File: src/rtl/mem_port_arbiter.sv
// Shares one single-port memory between the program loader and the core.
// The core is held in BOOT until the load completes; afterwards loader and core are arbitrated round-robin.
module mem_port_arbiter #(
  parameter int ADDR_W = 13,
  parameter int DATA_W = 13,
  parameter int RD_LAT = 2
) (
  input  logic              clk,
  input  logic              reset,
  input  logic              ld_req,
  input  logic [ADDR_W-1:0] ld_addr,
  input  logic [DATA_W-1:0] ld_wdata,
  input  logic              ld_done,
  output logic              ld_ack,
  input  logic              cpu_read,
  input  logic              cpu_write,
  input  logic [ADDR_W-1:0] cpu_addr,
  input  logic [DATA_W-1:0] cpu_wdata,
  output logic              cpu_ack,
  output logic [DATA_W-1:0] cpu_rdata,
  output logic              cpu_run,
  output logic              mem_en,
  output logic              mem_we,
  output logic [ADDR_W-1:0] mem_addr,
  output logic [DATA_W-1:0] mem_wdata,
  input  logic [DATA_W-1:0] mem_rdata,
  output logic [1:0]        dbg_state
);

  // Handshake: a request is held high until its ack; the ack is a one-cycle
  // pulse in the cycle the access completes (write strobe, or read data valid).

  typedef enum logic [1:0] {
    S_BOOT    = 2'd0,
    S_IDLE    = 2'd1,
    S_WR      = 2'd2,
    S_RD_WAIT = 2'd3
  } state_t;

  localparam logic [2:0] CNT_INIT = 3'(RD_LAT - 1);

  state_t            state_q, state_d;
  logic              rr_cpu_q, rr_cpu_d;
  logic [2:0]        cnt_q, cnt_d;
  logic              run_q, run_d;
  logic [DATA_W-1:0] rdata_q, rdata_d;
  logic              cpu_req;
  logic              grant_ld;
  logic              grant_cpu;

  assign cpu_req   = cpu_read | cpu_write;
  assign cpu_run   = run_q;
  assign dbg_state = state_q;

  always_ff @(posedge clk) begin
    if (reset) begin
      state_q  <= S_BOOT;
      rr_cpu_q <= 1'b1;
      cnt_q    <= '0;
      run_q    <= 1'b0;
      rdata_q  <= '0;
    end else begin
      state_q  <= state_d;
      rr_cpu_q <= rr_cpu_d;
      cnt_q    <= cnt_d;
      run_q    <= run_d;
      rdata_q  <= rdata_d;
    end
  end

  always_comb begin
    state_d   = state_q;
    rr_cpu_d  = rr_cpu_q;
    cnt_d     = cnt_q;
    run_d     = run_q;
    rdata_d   = rdata_q;
    mem_en    = 1'b0;
    mem_we    = 1'b0;
    mem_addr  = '0;
    mem_wdata = '0;
    ld_ack    = 1'b0;
    cpu_ack   = 1'b0;
    cpu_rdata = rdata_q;
    grant_ld  = 1'b0;
    grant_cpu = 1'b0;

    case (state_q)
      S_BOOT: begin
        if (ld_req) begin
          mem_en    = 1'b1;
          mem_we    = 1'b1;
          mem_addr  = ld_addr;
          mem_wdata = ld_wdata;
          ld_ack    = 1'b1;
        end
        if (ld_done) begin
          run_d   = 1'b1;
          state_d = S_IDLE;
        end
      end

      S_IDLE: begin
        // rr_cpu_q set means the core was served last, so the loader wins a tie.
        grant_ld  = ld_req && (!cpu_req || rr_cpu_q);
        grant_cpu = cpu_req && !grant_ld;
        if (grant_ld) begin
          rr_cpu_d  = 1'b0;
          mem_en    = 1'b1;
          mem_we    = 1'b1;
          mem_addr  = ld_addr;
          mem_wdata = ld_wdata;
          ld_ack    = 1'b1;
        end else if (grant_cpu) begin
          rr_cpu_d = 1'b1;
          mem_en   = 1'b1;
          mem_addr = cpu_addr;
          if (cpu_read) begin
            state_d = S_RD_WAIT;
            cnt_d   = CNT_INIT;
          end else begin
            mem_we    = 1'b1;
            mem_wdata = cpu_wdata;
            cpu_ack   = 1'b1;
          end
        end
      end

      S_RD_WAIT: begin
        // Data is passed straight through on the valid cycle and held afterwards.
        if (cnt_q == 3'd0) begin
          cpu_ack   = 1'b1;
          cpu_rdata = mem_rdata;
          rdata_d   = mem_rdata;
          state_d   = S_IDLE;
        end else begin
          cnt_d = cnt_q - 3'd1;
        end
      end

      default: begin
        state_d = S_IDLE;
      end
    endcase

    // A reset cycle must not strobe memory or ack an access that is being aborted.
    if (reset) begin
      mem_en    = 1'b0;
      mem_we    = 1'b0;
      mem_addr  = '0;
      mem_wdata = '0;
      ld_ack    = 1'b0;
      cpu_ack   = 1'b0;
      cpu_rdata = '0;
    end
  end

endmodule

File: config.mk
export PLATFORM = sky130hd
export DESIGN_NAME = mem_port_arbiter
export DESIGN_NICKNAME = d
export VERILOG_FILES = /design/src/rtl/mem_port_arbiter.sv
export SDC_FILE = /design/constraint.sdc
export NUM_CORES = 1
export LEC_CHECK = 0
export CAP_MARGIN = 5
export CORE_ASPECT_RATIO = 0.6
export CORE_MARGIN = 2
export CORE_UTILIZATION = 32
export DETAILED_ROUTE_END_ITERATION = 7
export GPL_TIMING_DRIVEN = 0
export PLACE_DENSITY_LB_ADDON = 0.3
export SYNTH_ARGS = -nofsm -noshare
export SYNTH_HDL_FRONTEND = slang
export SYNTH_SLANG_ARGS = --single-unit
export TNS_END_PERCENT = 10
File: constraint.sdc
create_clock -name clk -period 1.6 [get_ports clk]
set_input_delay 0.24 -clock clk [delete_from_list [all_inputs] [get_ports clk]]
set_output_delay 0.24 -clock clk [all_outputs]
set_load 0.02 [all_outputs]
After elaboration in Yosys (flattened, before gate mapping)
Cells that the tools add are included.
Widths: inputs -> output; s select.
{"block": "totals", "register_bits": 20, "in_bits": 71, "elab_cells": 72}
{"block": "op_classes", "n_addsub": 1, "n_eq_ne": 8, "n_mux": 44, "n_bitwise": 1, "reduce_logical": 13}
{"cell": "$mux 13", "n": 12}
{"cell": "$pmux 13 s2", "n": 2}
{"cell": "$mux 1", "n": 15}
{"cell": "$mux 3", "n": 4}
{"cell": "$ne 2x2->1 const B", "n": 6}
{"cell": "$mux 2", "n": 5}
{"cell": "$reduce_and 5->1", "n": 2}
{"cell": "$pmux 1 s2", "n": 4}
{"cell": "$pmux 2 s3", "n": 1}
{"cell": "$pmux 3 s2", "n": 1}
{"cell": "$reduce_and 2->1", "n": 2}
{"cell": "$reduce_bool 2->1", "n": 2}
{"cell": "$logic_not 3->1", "n": 1}
{"cell": "$sub 3x1->3 const B", "n": 1}
{"cell": "$eq 2x1->1 const B", "n": 1}
{"cell": "$eq 2x2->1 const B", "n": 1}
{"cell": "$logic_and 1x1->1", "n": 2}
{"cell": "$logic_not 1->1", "n": 2}
{"cell": "$logic_not 2->1", "n": 1}
{"cell": "$logic_or 1x1->1", "n": 1}
{"cell": "$or 1x1->1", "n": 1}

Longest topological paths before layout
Gate-level depths: netlist of run 1.
{"block": "logic_depth", "depth_word": 10, "ltp_mapped": 6, "ltp_nobuf": 5}

Worst setup path after synthesis of run 1
Ideal clock, no wire load.
{"block": "synth_timing", "path_kind": "register to output", "start": "register state_q[0], in the netlist dbg_state[0]", "end": "output port cpu_ack", "arrival_time_ns": 1.456, "setup_slack_ns": -0.096, "stages_incl_launch_ff": 6, "cell_sequence": "dfxtp_1 buf_6 and2b_4 nand4b_4 buf_6 a21oi_1"}
{"block": "synth_between", "elab_chain_len": 3}
{"item": "from (decl)", "line": "42", "source": "state_t state_q, state_d;"}
{"item": "from (signal assigned)", "line": "63", "source": "state_q <= state_d;"}
{"item": "$eq 2x2->1 / $eq 2x1->1 (equally long branches)", "line": "87", "source": "case (state_q)"}
{"item": "$pmux 1 s2 *", "line": "87"}
{"item": "$mux 1 *", "line": "146", "source": "if (reset) begin"}
{"item": "to (decl)", "line": "19", "source": "output logic cpu_ack,"}
Every way passes the cells marked *; elsewhere a longest branch is shown, timed or not.

Worst setup path after layout of run 1
{"block": "layout_timing", "start": "register cnt_q[0]", "end": "output port cpu_rdata[5]"}
{"block": "layout_between", "elab_chain_len": 4}
{"item": "from (decl)", "line": "44", "source": "logic [2:0] cnt_q, cnt_d;"}
{"item": "from (signal assigned)", "line": "65", "source": "cnt_q <= cnt_d;"}
{"item": "$logic_not 3->1", "line": "130", "source": "if (cnt_q == 3'd0) begin"}
{"item": "$mux 13", "line": "130"}
{"item": "$mux 13 (2 in a row)"}
{"item": "to (decl)", "line": "20", "source": "output logic [DATA_W-1:0] cpu_rdata,"}
Every way passes these cells.

==> summary.txt, run 1 <==
Global route
  • Number of antenna violations at the first check in global routing: 0
  • First-pass GRT wire length: around 9000 microns
  • Total Routing Usage GR: between 20 and 25%
  • GRT Residual Overflow: 0
  • Number of global-route vias before repair: around 1.9k
  • Pin count of the biggest net entering global routing: 12

Status
  • Failing checks: setup timing
  • Status: finished, violations left

Synth
  • Unique masters post-synth: 33
  • Leading area contributor after synthesis: dfxtp_1
  • Sequential cell area fraction in the yosys report: 28.5%
  • Syn_nets: about 270
  • Mapped Area: 1400 sq um
  • Seq cells post-synth: 20
  • Post-synthesis cell count: 196
  • Syn. warnings: 0
  • Synth top area share: 28.5%
  • Synth area leaders: dfxtp_1 29%, nand2_1 21%, o22ai_1 8.0%, o22ai_2 7.1%, a21oi_1 6.4%
  • Syn_area_per_cell: 7.16 sq um

Die
  • Die height: 55.3 microns
  • Full die area: just under 5000 sq um
  • Die width: 89.5 microns
  • Initial Utilization: 33.7%
  • Core box area: 4170 sq um
  • Row cnt: 18
  • I/O pins: between 100 and 150

Timing
  • Final Hold Fails: 0
  • Final Setup Violations: 42
  • Max-slew violations: 0
  • Final Worst Setup Slack: -263 ps
  • Setup TNS: -7920 ps
  • Worst slew margin: 71.1%
  • Fin crit period: 1860 ps
  • RSZ-0062 raised after global routing: yes
  • Max Clock Freq: 0.537 GHz
  • Skew final: 0.936 ps
  • Ratio of final minimum period to clock period: 116%
  • Slew @ Worst Pin: ~430 ps

Drt
  • DRC: 0
  • Initial DRC count: 81
  • Via density per instance: just under 5
  • Wire per inst: 14.2 microns
  • Pre-antenna DRT Iters: 4
  • DRT antenna net count: 0
  • Via count: 1933
  • Final wirelength: 5670 microns

Cells and area
  • Fin nets: 414
  • Most frequent cells in the layout: 69 x clkdlybuf4s50_1, 68 x nand2_1, 42 x buf_4
  • Util after Layout: between 70% and 80%
  • Area Growth Syn to Fin: 122%
  • Design area: 3110 sq um
  • ANT cells: 0
  • Layout cells sized above 1: between 40% and 50%
  • Most common cell after layout, fill and taps aside: clkdlybuf4s50_1

CTS
  • # H-tree levels: 1
  • Clock Sinks: 20
  • Worst-skew pair later-pin latency: 250 ps
  • Hold_buf cts: 0
  • Clock Pin Slew Worst Setup and Hold Paths: 70 ps
  • CTS tree: built
  • Total CTS buffers: 3
  • Root buffer cell: clkbuf_8
  • CTS max path bufs: 2

Power and ir drop
  • Combinational power share: 42.3%
  • Pwr/cell area: 500 nW/um^2
  • Sw frac: 29.5%
  • Worst VDD drop: 380 uV
  • Pint: roughly 1.1 mW
  • Leak: 1.29 nW
  • Psw: ~460 uW
  • Clock share of power: 24.3%
  • Sequential fraction of design power: 33.4%

Flow run
  • Max-Cap Viols: 0

Worst setup path
  • Crit end category: primary output
  • Crit path launch type: flip-flop
  • Worst path arrival time: 1620 ps
  • Path type of the worst setup path: reg -> out
  • Required @ worst endpoint: 1360 ps
  • CP Max Fanout: 5

Placed design
  • Routability Congestion: 0.753
  • Place WS: -795 ps
  • HPWL after DPL: 4110 microns
  • Area after DPL: 2640 sq um
  • PortBufs: 116

Hold path
  • HP Class: reg -> reg
[Yosys cell counts]
cell / n
a221oi_1: 1
a21oi_1: 18
nand3_1: 1
o21ai_4: 1
nor2_1: 5
a32o_1: 1
buf_4: 3
buf_6: 4
and2b_1: 1
or2_2: 2
o21ai_0: 2
o22ai_2: 8
and2b_4: 1
and3_2: 1
dfxtp_1: 20
mux2i_1: 3
inv_1: 4
nand3_2: 1
o21ai_2: 1
nor2_4: 1
a21boi_0: 1
ha_1: 2
nor2b_1: 1
a211oi_1: 1
a311oi_1: 1
nand4b_4: 1
and4b_1: 1
nand4b_1: 1
nand2_1: 80
o22ai_1: 18
or2b_1: 1
buf_2: 8
nor3_1: 1
[per-stage QoR]
stage	total power, mW	hold slack [ps]	std cells
floorplan	0.783	348	196
global placement	1.09	448	372
detailed placement	1.10	454	372
CTS	1.53	453	397
global route	1.64	482	400
finish	1.55	464	400
[critical path: stages, from the launching register on]
cell	delay, ps
dfxtp_2	330
inv_2	80
ha_4	140
and4b_2	300
buf_6	150
nand2_2	60
a21oi_2	170
buf_6	140
[power by group through the flow]
stage	Combinational, mW	Clock, mW	Sequential [mW]
floorplan	0.250	0	0.533
global route	0.698	0.419	0.521
detailed placement	0.569	0	0.528
global placement	0.564	0	0.528
CTS	0.628	0.380	0.519
finish	0.657	0.377	0.519
[worst paths after layout]
check                           slack [ps]                   from                   to  cells past startpoint
worst max-delay path                  -260  cnt_q[0]$_SDFFE_PP0P_         cpu_rdata[5]                      7
worst min register to register         460     rdata_q[9]$_DFF_P_   rdata_q[9]$_DFF_P_                      2
worst min-delay path                   460     rdata_q[9]$_DFF_P_   rdata_q[9]$_DFF_P_                      2
worst max register to register          30  cnt_q[0]$_SDFFE_PP0P_  rdata_q[10]$_DFF_P_                      9
[state kept, by name, indices dropped and copies added (netlist names)]
signal / count
dbg_state: 2
cnt_q: 3
rr_cpu_q: 1
rdata_q: 13
cpu_run: 1
[area by class of cell]
cell class,instances,area (sq um)
Tap cell,60,75.1
Inverter,4,15.0
Sequential cell,20,405
Fill cell,314,1060
Clock buffer,4,55.1
Multi-Input combinational cell,157,1040
Buffer,15,166
Timing Repair Buffer,140,1350
[per-layer routing]
metal	global-route usage, %	vias up	wire length, microns
met5	0	-	0
met4	0.640	0	0
met3	6.28	0	378
met2	36.6	64	2640
met1	32.3	901	2650
li1	-	968	-
[kinds of logic (layout without fill, tap and decap cells)]
group / after synthesis / after routing / share of synthesized area, %
DFF: 20 / 20 / 28.5
muxes: 3 / 3 / 2.14
adders and majority gates: 2 / 2 / 1.78
buffers and inverters: 19 / 163 / 8.74
and+or+nand+nor: 99 / 99 / 31.7
AOI/OAI and AO/OA: 53 / 53 / 27.1
[timing repair]
| item | in CTS | in global routing |
|---|---|---|
| gates cloned | 2 | 0 |
| hold endpoints to repair | 0 | 0 |
| resized for setup | 283 | 28 |
| endpoints found under the setup margin | 43 | 44 |
| pin swaps | 17 | 13 |
| setup buffers | 19 | 3 |
No activity file was read; power rests on OpenSTA's default activity.
==> run 2, diff against run 1 <==
Settings changed: CTS_CLUSTER_SIZE set to 40, SKIP_LAST_GASP set to 1.
==> run 2 against run 1 <==
Against the previous run: the run still ends with setup timing left; final cell count did not move; die area did not move; worst hold slack got worse by 1.4 ps; combinational power fell by 3.3%; final area fell by 4.1%; critical path depth did not move; sequential power barely moved; via count rose by 0.16%; routed wire length rose by 5.4%; first-iteration DRC count rose by 15%; power fell by 1.6%; critical path type unchanged.
==> summary.txt, run 2 (synthesized netlist as in run 1, its figures left out) <==
Timing
  • Worst slew margin: 69.6%
  • Slew @ Worst Pin: between 400 and 500 ps
  • Final Hold Fails: 0
  • Max Clock Freq: between 0.5 and 0.6 GHz
  • Final Worst Setup Slack: -278 ps
  • Ratio of final minimum period to clock period: 117%
  • Fin crit period: 1880 ps
  • Worst hold margin: 462 ps
  • Skew final: 2.92 ps
  • Max-slew violations: 0
  • Final Setup Violations: 44
  • RSZ-0062 raised after global routing: yes
  • Setup TNS: -8660 ps

Die
  • Die width: 89.5 microns
  • Full die area: ~5000 sq um
  • Core box area: around 4200 sq um
  • I/O pins: 117
  • Row cnt: 18
  • Die height: between 50 and 60 microns
  • Initial Utilization: 33.7%

Power and ir drop
  • Pwr/cell area: between 500 and 600 nW/um^2
  • Worst VDD drop: 380 uV
  • Leak: 1.28 nW

Worst setup path
  • Cells on worst reg2reg path: 9
  • Required @ worst endpoint: ~1400 ps
  • Worst path arrival time: between 1500 and 2000 ps
  • Crit end category: primary output
  • CP Max Fanout: 5
  • Path type of the worst setup path: reg -> out
  • Crit path launch type: flip-flop

Global route
  • Number of antenna violations at the first check in global routing: 0
  • Pin count of the biggest net entering global routing: 12
  • GRT Residual Overflow: 0
  • First-pass GRT wire length: 9120 microns
  • Number of global-route vias before repair: 1884
  • Total Routing Usage GR: about 23%

Drt
  • Pre-antenna DRT Iters: 4
  • Final wirelength: 5980 microns
  • DRT antenna net count: 0
  • Wire per inst: 14.9 microns
  • Via density per instance: 4.84
  • Via count: 1936
  • Initial DRC count: 93
  • DRC: 0

Status
  • Status: finished, violations left
  • Failing checks: setup timing

Placed design
  • Routability Congestion: 0.753
  • Number of cells after detailed placement: 372
  • Place WS: -795 ps
  • HPWL after DPL: 4110 microns
  • PortBufs: 116

Cells and area
  • Post-route insts no fill: 400
  • Fin nets: 414
  • Largest register by flop count: rdata_q
  • Layout cells sized above 1: 37.4%
  • Most frequent cells in the layout: 74 x nand2_1, 69 x clkdlybuf4s50_1, 39 x buf_4
  • ANT cells: 0
  • Most common cell after layout, fill and taps aside: nand2_1
  • Area Growth Syn to Fin: 113%
  • Fillers: 323
  • Util after Layout: 71.6%
  • Max reg flops: 13

CTS
  • Clock Sinks: 20
  • Root buffer cell: clkbuf_8
  • # H-tree levels: 1
  • Hold_buf cts: 0
  • Worst-skew pair later-pin latency: 250 ps
  • CTS max path bufs: 2
  • Total CTS buffers: 3
  • CTS tree: built
  • Clock Pin Slew Worst Setup and Hold Paths: around 70 ps

Hold path
  • HP Class: in -> reg
  • Hold depth: 2

Flow run
  • Max-Cap Viols: 0
run 2: cell types whose count changed in the layout (fill, tap and decap cells not counted), moves of 5 or more:
cell | previous run | this run
buf_2 | 1 | 18
buf_6 | 35 | 17
a21oi_2 | 13 | 7
nand2_2 | 11 | 4
nand2_1 | 68 | 74
a21oi_1 | 2 | 7
run 2: metrics by stage:
step           instance area (sq um)  power, mW
2_1_floorplan                   1400      0.783
5_1_grt                         2980       1.61
4_1_cts                         2870       1.50
3_3_place_gp                    2640       1.09
3_5_place_dp                    2640       1.10
6_report                        2980       1.53
run 2: critical path: stages (launching register included):
cell and delay [ps]:
dfxtp_2 330, inv_2 70, ha_4 140, and4b_2 310, buf_6 150, nand2_1 70, a21oi_2 150, buf_4 160
run 2: worst paths after layout:
| kind | slack, ps | start | end |
|---|---|---|---|
| worst max-delay path | -280 | cnt_q[0]$_SDFFE_PP0P_ | cpu_rdata[6] |
| worst min-delay path | 460 | cpu_read | cnt_q[2]$_SDFFE_PP0P_ |
| worst max register to register | -10 | cnt_q[0]$_SDFFE_PP0P_ | rdata_q[10]$_DFF_P_ |
| worst min register to register | 460 | rdata_q[9]$_DFF_P_ | rdata_q[9]$_DFF_P_ |
run 2: timing repair:
item / CTS / global route
endpoints found under the setup margin: 43 / 44
pin swaps: 12 / 8
setup buffers: 19 / 2
cloned: 2 / 2
gates resized for setup: 240 / 20
run 2: routing by layer:
metal | global-route usage (%) | vias to the layer above | share of wire, %
met3 | 6.28 | 2 | 7.2
met2 | 37.9 | 75 | 48
met1 | 32.1 | 891 | 45
met5 | 0 | - | 0
met4 | 0.640 | 0 | 0.23
li1 | - | 968 | -
run 2: power breakdown:
part	leakage [nW]	internal (mW)	switching (mW)
Sequential	0.164	0.510	0.0108
Combinational	1.09	0.347	0.287
Clock	0.0288	0.219	0.154
run 2: cell type report:
type / instances / area, sq um / area share (%)
Inverter: 4 / 15.0 / 0.503
Timing Repair Buffer: 141 / 1270 / 42.7
Sequential cell: 20 / 405 / 13.6
Buffer: 14 / 155 / 5.20
Multi-Input combinational cell: 157 / 1000 / 33.6
Tap cell: 60 / 75.1 / 2.52
Clock buffer: 4 / 55.1 / 1.84
